$ cat config.mk
export PLATFORM = sky130hd
export DESIGN_NAME = mgmt_protect_pwrseq
export DESIGN_NICKNAME = d
export VERILOG_FILES = /design/src/rtl/mgmt_protect_pwrseq.sv
export SDC_FILE = /design/constraint.sdc
export NUM_CORES = 1
export LEC_CHECK = 0
export CAP_MARGIN = 5
export CORE_AREA = 3 3 61 91
export DETAILED_ROUTE_END_ITERATION = 10
export DIE_AREA = 0 0 64 94
export PLACE_DENSITY_LB_ADDON = 0.1
export SLEW_MARGIN = 20
export SYNTH_ARGS = -nofsm -noshare
export SYNTH_HDL_FRONTEND = slang
export SYNTH_SLANG_ARGS = --single-unit
export TNS_END_PERCENT = 30
$ cat constraint.sdc
create_clock -name caravel_clk -period 4.4 [get_ports caravel_clk]
set_input_delay 1.32 -clock caravel_clk [delete_from_list [all_inputs] [get_ports caravel_clk]]
set_output_delay 1.32 -clock caravel_clk [all_outputs]
set_load 0.05 [all_outputs]
$ cat src/rtl/mgmt_protect_pwrseq.sv
// -----------------------------------------------------------------------------
// mgmt_protect_pwrseq
//
// Power sequencer for the user project behind the mgmt_protect isolation
// buffers. The two user-domain power-good levels are synchronised and
// debounced. The block then brings the user project up in this order: clock
// enable, reset release, management-interface enable. It takes the project
// down in the reverse order. If either domain is lost while the project is
// sequenced up, isolation is forced at once and a sticky fault is latched.
//
// Ports
//   caravel_clk       in   management clock
//   caravel_rstn      in   asynchronous active-low reset
//   mprj_vdd_logic1   in   user1 domain power-good (asynchronous)
//   mprj2_vdd_logic1  in   user2 domain power-good (asynchronous)
//   ena_req           in   firmware enable request (level)
//   user1_pg          out  debounced user1 power-good
//   user2_pg          out  debounced user2 power-good
//   user_clk_ena      out  user clock gate enable
//   user_resetn       out  active-low reset to the user project
//   iface_ena         out  WB/LA isolation buffer enable
//   ena_ack           out  high while the project is fully active
//   fault             out  sticky: power lost while sequenced up
// -----------------------------------------------------------------------------
`timescale 1ns/1ps

module mgmt_protect_pwrseq #(
    parameter int SYNC_STAGES     = 2,
    parameter int DEBOUNCE_CYCLES = 16,
    parameter int RST_DELAY       = 8
) (
    input  logic caravel_clk,
    input  logic caravel_rstn,
    input  logic mprj_vdd_logic1,
    input  logic mprj2_vdd_logic1,
    input  logic ena_req,
    output logic user1_pg,
    output logic user2_pg,
    output logic user_clk_ena,
    output logic user_resetn,
    output logic iface_ena,
    output logic ena_ack,
    output logic fault
);

    localparam int CNT_W = $clog2(DEBOUNCE_CYCLES + 1);
    localparam int SEQ_W = $clog2(RST_DELAY + 1);
    localparam logic [CNT_W-1:0] DEB_MAX  = CNT_W'(DEBOUNCE_CYCLES);
    localparam logic [SEQ_W-1:0] SEQ_LAST = SEQ_W'(RST_DELAY - 1);

    typedef enum logic [2:0] {
        ST_OFF,
        ST_CLK_ON,
        ST_RST_REL,
        ST_ACTIVE,
        ST_SHUTDOWN
    } state_t;

    // Index 0 is user1, index 1 is user2.
    logic [1:0] pg_raw;
    assign pg_raw = {mprj2_vdd_logic1, mprj_vdd_logic1};

    logic [1:0][SYNC_STAGES-1:0] sync_q, sync_d;
    logic [1:0][CNT_W-1:0]       cnt_q, cnt_d;
    logic [1:0]                  pg_q, pg_d;

    state_t           state_q, state_d;
    logic [SEQ_W-1:0] seq_cnt_q, seq_cnt_d;
    logic             drop_pend_q, drop_pend_d;
    logic             fault_q, fault_d;
    logic             clk_ena_q, clk_ena_d;
    logic             resetn_q, resetn_d;
    logic             iface_q, iface_d;
    logic             ack_q, ack_d;

    logic pg_all;
    logic power_loss;

    // Synchroniser and debounce. A low synchronised sample clears the counter
    // and drops pg on the next edge. A high sample counts up, saturating at
    // the window length.
    always_comb begin
        for (int i = 0; i < 2; i++) begin
            sync_d[i] = {sync_q[i][SYNC_STAGES-2:0], pg_raw[i]};
            if (!sync_q[i][SYNC_STAGES-1]) begin
                cnt_d[i] = '0;
            end else if (cnt_q[i] == DEB_MAX) begin
                cnt_d[i] = cnt_q[i];
            end else begin
                cnt_d[i] = cnt_q[i] + 1'b1;
            end
            pg_d[i] = (cnt_d[i] == DEB_MAX);
        end
    end

    assign pg_all     = &pg_q;
    assign power_loss = (state_q != ST_OFF) && !pg_all;

    always_comb begin
        // NOTE: every always_comb output gets a default first so no path leaves it unassigned (no latch).
        state_d     = state_q;
        seq_cnt_d   = seq_cnt_q;
        drop_pend_d = drop_pend_q;

        if (power_loss) begin
            state_d = ST_OFF;
        end else begin
            case (state_q)
                ST_OFF: begin
                    if (ena_req && pg_all && !fault_q) begin
                        state_d   = ST_CLK_ON;
                        seq_cnt_d = '0;
                    end
                end
                ST_CLK_ON: begin
                    // There is no abort path. A drop seen during power-up is
                    // remembered and honoured once ACTIVE is reached.
                    if (!ena_req) drop_pend_d = 1'b1;
                    if (seq_cnt_q == SEQ_LAST) begin
                        state_d = ST_RST_REL;
                    end else begin
                        seq_cnt_d = seq_cnt_q + 1'b1;
                    end
                end
                ST_RST_REL: begin
                    if (!ena_req) drop_pend_d = 1'b1;
                    state_d = ST_ACTIVE;
                end
                ST_ACTIVE: begin
                    if (!ena_req || drop_pend_q) begin
                        state_d   = ST_SHUTDOWN;
                        seq_cnt_d = '0;
                    end
                end
                ST_SHUTDOWN: begin
                    if (seq_cnt_q == SEQ_LAST) begin
                        state_d = ST_OFF;
                    end else begin
                        seq_cnt_d = seq_cnt_q + 1'b1;
                    end
                end
                default: state_d = ST_OFF;
            endcase
        end

        if (state_d == ST_OFF || state_d == ST_SHUTDOWN) drop_pend_d = 1'b0;

        // A fault being set wins over a clear in the same cycle.
        fault_d = fault_q;
        if (power_loss) begin
            fault_d = 1'b1;
        end else if (!ena_req) begin
            fault_d = 1'b0;
        end

        // The outputs are decoded from the next state, so that they change on
        // the same edge as the state.
        clk_ena_d = (state_d != ST_OFF);
        resetn_d  = (state_d == ST_RST_REL) || (state_d == ST_ACTIVE);
        iface_d   = (state_d == ST_ACTIVE);
        ack_d     = (state_d == ST_ACTIVE);
    end

    // NOTE: the synchroniser chains are reset along with everything else, so pg always starts low.
    always_ff @(posedge caravel_clk or negedge caravel_rstn) begin
        if (!caravel_rstn) begin
            sync_q      <= '0;
            cnt_q       <= '0;
            pg_q        <= '0;
            state_q     <= ST_OFF;
            seq_cnt_q   <= '0;
            drop_pend_q <= 1'b0;
            fault_q     <= 1'b0;
            clk_ena_q   <= 1'b0;
            resetn_q    <= 1'b0;
            iface_q     <= 1'b0;
            ack_q       <= 1'b0;
        end else begin
            // NOTE: sequential state uses non-blocking assignments so all flops update together.
            sync_q      <= sync_d;
            cnt_q       <= cnt_d;
            pg_q        <= pg_d;
            state_q     <= state_d;
            seq_cnt_q   <= seq_cnt_d;
            drop_pend_q <= drop_pend_d;
            fault_q     <= fault_d;
            clk_ena_q   <= clk_ena_d;
            resetn_q    <= resetn_d;
            iface_q     <= iface_d;
            ack_q       <= ack_d;
        end
    end

    assign user1_pg     = pg_q[0];
    assign user2_pg     = pg_q[1];
    assign user_clk_ena = clk_ena_q;
    assign user_resetn  = resetn_q;
    assign iface_ena    = iface_q;
    assign ena_ack      = ack_q;
    assign fault        = fault_q;

endmodule
---- Yosys cells after proc, flatten, opt, wreduce, memory -nomap -nowiden ----
Index checks and enable logic that the tools add are counted.
word-level totals
  register bits ........................... 28
  output and inout port bits .............. 7
  logic and storage cells ................. 74
cells by class
  add/sub/neg operators ................... 3
  equal/unequal tests ..................... 18
  muxes and demuxes ....................... 20
  bitwise gates (word level) .............. 1
  reduce and logical (&&, ||, !) cells .... 20
operators with widths
  kind                                                    number
  equality test 5 bit (second input constant)             4
  2-to-1 mux 5 bit                                        4
  2-to-1 mux 3 bit                                        5
  one-hot mux 3 bit (5 select lines)                      1
  equality test 3 x 2 -> 1 bit (second input constant)    4
  2-to-1 mux 4 bit                                        3
  one-hot mux 4 bit (3 select lines)                      1
  adder 5 x 1 -> 5 bit (second input constant)            2
  nonzero test 3 bit                                      3
  equality test 3 bit (second input constant)             2
  zero test 3 bit                                         2
  2-to-1 mux 1 bit                                        6
  inequality test 2 x 1 -> 1 bit (second input constant)  3
  inequality test 2 bit (second input constant)           3
  AND reduction 5 bit                                     1
  adder 4 x 1 -> 4 bit (second input constant)            1
  equality test 4 x 3 -> 1 bit (second input constant)    1
  OR reduction 2 bit                                      2
  equality test 3 x 1 -> 1 bit (second input constant)    1
  logical AND 1 bit                                       3
  zero test 1 bit                                         3
  logical OR 1 bit                                        3
  AND reduction 3 bit                                     1
  AND reduction 2 bit                                     1
  other kinds (2)                                         2

---- Longest topological paths before layout ----
  depth after elaboration ................. 10
  mapped depth ............................ 6
  depth with buffers taken out ............ 6

---- Least setup slack after synthesis ----
No wires, ideal clock.
  kind .................................... input port to flip-flop
  start ................................... in ena_req
  end ..................................... reg seq_cnt_q[0]
  data arrival time ....................... 2.095 ns
  data required time ...................... 4.275 ns
  setup slack ............................. 2.180 ns
  stages .................................. 4
  path buffers ............................ 0
  cell sequence ........................... nand2b_2 > a211oi_4 > nand3_4 > mux2_4
between the ends
  longest elaborated chain between the ends .. 4
  elaborated cells between the ends (all ways) .. 7
ends and longest elaborated chain
  element                                                       line      source
  start, declared                                               36        input logic ena_req,
  zero test 1 bit / logical AND 1 bit (equally long branches)   n/a
  logical OR 1 bit / logical AND 1 bit (equally long branches)  130, 110
  inequality test 2 bit (no line)                               n/a
  AND reduction 5 bit (no line) (*)                             n/a
  end signal, assigned                                          184       seq_cnt_q <= seq_cnt_d;
  end, declared                                                 68        logic [SEQ_W-1:0] seq_cnt_q, seq_cnt_d;
Mark *: on every way between the ends. The rest lies on a longest branch, timed or not.
A chain may end at the register's enable or synchronous reset.

---- Final worst setup path ----
  start ................................... reg fault_q, in the netlist fault
  end ..................................... out fault
RTL lines
  element                 line  source
  start, declared         70    logic fault_q, fault_d;
  start signal, assigned  186   fault_q <= fault_d;
  end, declared           43    output logic fault
No word-level cell between the ends.

==> results.py <==
metrics = {
    "run_status": {
        "outcome": "finished clean",
    },
    "place": {
        "dp_slack_ns": 1.50,
        "place_area_mm2": 0.00160,
        "portBuffers": 11,
        "dp_hpwl_um": 2020,
        "gp_congestion": 0.749,
    },
    "power": {
        "ir_drop_uv": 116,
        "power_mw": 0.496,
        "p_leak_nw": 0.716,
        "power_density_mw_per_mm2": 297,
    },
    "floorplanning": {
        "core_mm2": 0.00485,
        "die_h_um": 94,
        "dieArea_mm2": 0.00602,
        "start_util_pct": 29.8,
        "row_count": 31,
        "io_pins": 12,
        "chipWidth_um": 64,
    },
    "synth": {
        "synth_edf_count": 0,
        "synth_compound_area_share_pct": 9.79,
        "synth_mux_area_share_pct": 1.73,
        "synth-seq-cells": 28,
        "synthFlopType": "dfrtp_1",
        "synth_top_family_by_area": "simple AND/OR/NAND/NOR gates",
        "syn_avg_cell_area_um2": 10.6,
        "syn-num-nets": 146,
        "ys_top_cells_by_area": "dfrtp_1, ha_1, nand3_1",
        "seq_area_frac_synth_pct": 48.5,
        "syn-cell-area_mm2": 0.00144,
        "synth-simple-area-share_pct": 26.9,
        "yosys.area_share.adder_pct": 4.33,
        "yosysUniqueCellTypes": 41,
        "yosys_warnings": 0,
        "yosys.area.top_type": "dfrtp_1",
        "netlist_instances": 136,
        "synth_top_area_share_pct": 48.5,
        "synthArstFlopShare_pct": 100,
        "synth_xor_area_share_pct": 4.25,
    },
    "critical_path": {
        "worstSetupStartpointType": "flop",
        "cp.buffers_inverters": 1,
        "startpoint": "fault$_DFFE_PN0P_",
        "regToRegStartpoint": "state_q[0]$_DFF_PN0_",
        "critPathKind": "reg2out",
        "arrival_ns": 1.46,
        "critical_path.max_stage_delay_ns": 0.81,
        "cp_slowest_cell": "clkdlybuf4s50_1",
        "critPathCaptureType": "primary output",
        "required_ns": 3.08,
        "crit_chain": "clkdlybuf4s50_1",
        "cp_max_fo": 3,
        "path_delay_family": "buffers and inverters",
    },
    "layout": {
        "mostFrequentLayoutCells": "dfrtp_1, nand2_1, clkdlybuf4s50_1, nand3_1, nor2_1",
        "final_area_mm2": 0.00167,
        "drive_gt1_share_pct": 9.46,
        "syn_to_final_growth_pct": 15.9,
        "num-nets-final": 159,
        "seq_area_um2": 701,
        "antenna_cells": 0,
        "n_fill_cell": 496,
        "layout_commonest_cell": "dfrtp_1",
        "multi_input_area_um2": 679,
    },
    "sta": {
        "finalCriticalPeriod_ns": 2.78,
        "post-route-period-util_pct": 63.2,
        "finalSetupViolCount": 0,
        "hold-worst-slack_ns": 0.361,
        "fmax_mhz": 360,
        "rsz0062_at_grt": "no",
        "layout_setup_ws_ns": 1.62,
        "drv_slew": 0,
        "finalHoldViolations": 0,
        "finClkSkew_ns": 0.00262,
        "tns_ns": 0,
        "worst_pin_slew_ns": 0.508,
        "slew_headroom_pct": 66.1,
    },
    "grt": {
        "antenna_found_initial": 0,
        "grt_pass1_vias": 1015,
        "grt_pass1_wl_um": 4550,
        "track_usage_pct": 9.62,
        "overflow": 0,
        "grt_start_max_net_pins": 29,
    },
    "detailed_routing": {
        "dr.first_iter.drc_count": 28,
        "wirelength_um": 2670,
        "viasPerCell": 4.64,
        "drc": 0,
        "drt.antenna.violating_nets": 0,
        "num_vias": 992,
        "routedWlPerCell_um": 12.5,
        "drt-pass1-iter-count": 4,
    },
    "clock_network": {
        "clockBufferDepth": 2,
        "clkLatencyLatePin_ns": 0.27,
        "hold_buffers": 0,
        "cts_tree": "done",
        "clock-sinks": 28,
        "path_clk_slew_ns": 0.09,
        "cts_root_buffer": "clkbuf_8",
        "cts_setup_buffers": 0,
        "cts_resized": 0,
        "numCtsBuffers": 3,
        "htreeDepth": 1,
    },
    "hold_path": {
        "worstHoldPathType": "reg2reg",
        "hp-start": "sync_d[1]$_DFF_PN0_",
    },
    "flow_run": {
        "drv_cap": 0,
    },
}
==> registers in the layout, summed over array words and instances (netlist names) <==
name,flops
user_clk_ena,1
sync_d,2
fault,1
sync_q,2
ena_ack,1
state_q,3
drop_pend_q,1
cnt_q,10
seq_cnt_q,4
pg_q,2
user_resetn,1
==> kinds of logic after synthesis <==
logic type | after synthesis
simple gates | 65
buf+inv | 10
xor+xnor | 7
mux | 2
flops | 28
compound gates | 19
fa+ha+maj | 5
==> through the flow <==
stage	utilization (%)	cells
final	34.5	214
after global routing	34.5	214
after CTS	34.5	214
after detailed placement	33.1	210
after global placement	33.1	210
after floorplan	-	136
==> cell type report <==
cell class | count | area share (%)
well taps | 66 | 4.93
flip-flops and latches | 28 | 41.9
multi-input cells | 98 | 40.6
clock inverters | 1 | 1.79
inverters | 6 | 1.35
repair buffers | 12 | 7.03
clock buffers | 3 | 2.47
==> per-layer routing <==
layer | track usage (%) | wire length (µm) | share of wire, %
met4 | 3.78 | 29 | 1.1
met2 | 17.9 | 1500 | 56
met3 | 1.56 | 64 | 2.4
met5 | 0 | 0 | 0
met1 | 10.6 | 1080 | 40
==> Yosys cell counts (3+ instances only) <==
cell type and instances:
xnor2_1 5, nor2b_1 4, buf_6 3, nor2_1 8
ha_1 5, inv_1 6, nand2b_1 5, dfrtp_1 28
nand3_1 10, and2_1 7, nand2_1 12, a21boi_1 4
==> final timing paths <==
| check | to | cells past startpoint | slack, ns |
|---|---|---|---|
| max | fault | 1 | 1.62 |
| min | sync_q[1]$_DFF_PN0_ | 0 | 0.36 |
| max reg2reg | seq_cnt_q[0]$_DFFE_PN0P_ | 4 | 2.75 |
| min reg2reg | sync_q[1]$_DFF_PN0_ | 0 | 0.36 |
| max in group asynchronous | cnt_q[3]$_DFF_PN0_ | 2 | 2.73 |
| min in group asynchronous | cnt_q[7]$_DFF_PN0_ | 2 | 1.41 |
==> power breakdown <==
group	switching, mW	internal, mW	leakage [nW]	total, mW
registers	0.00676	0.263	0.372	0.270
logic	0.0140	0.0116	0.309	0.0256
clock network	0.0791	0.122	0.0357	0.201
Power figures use the tool's default switching activity.
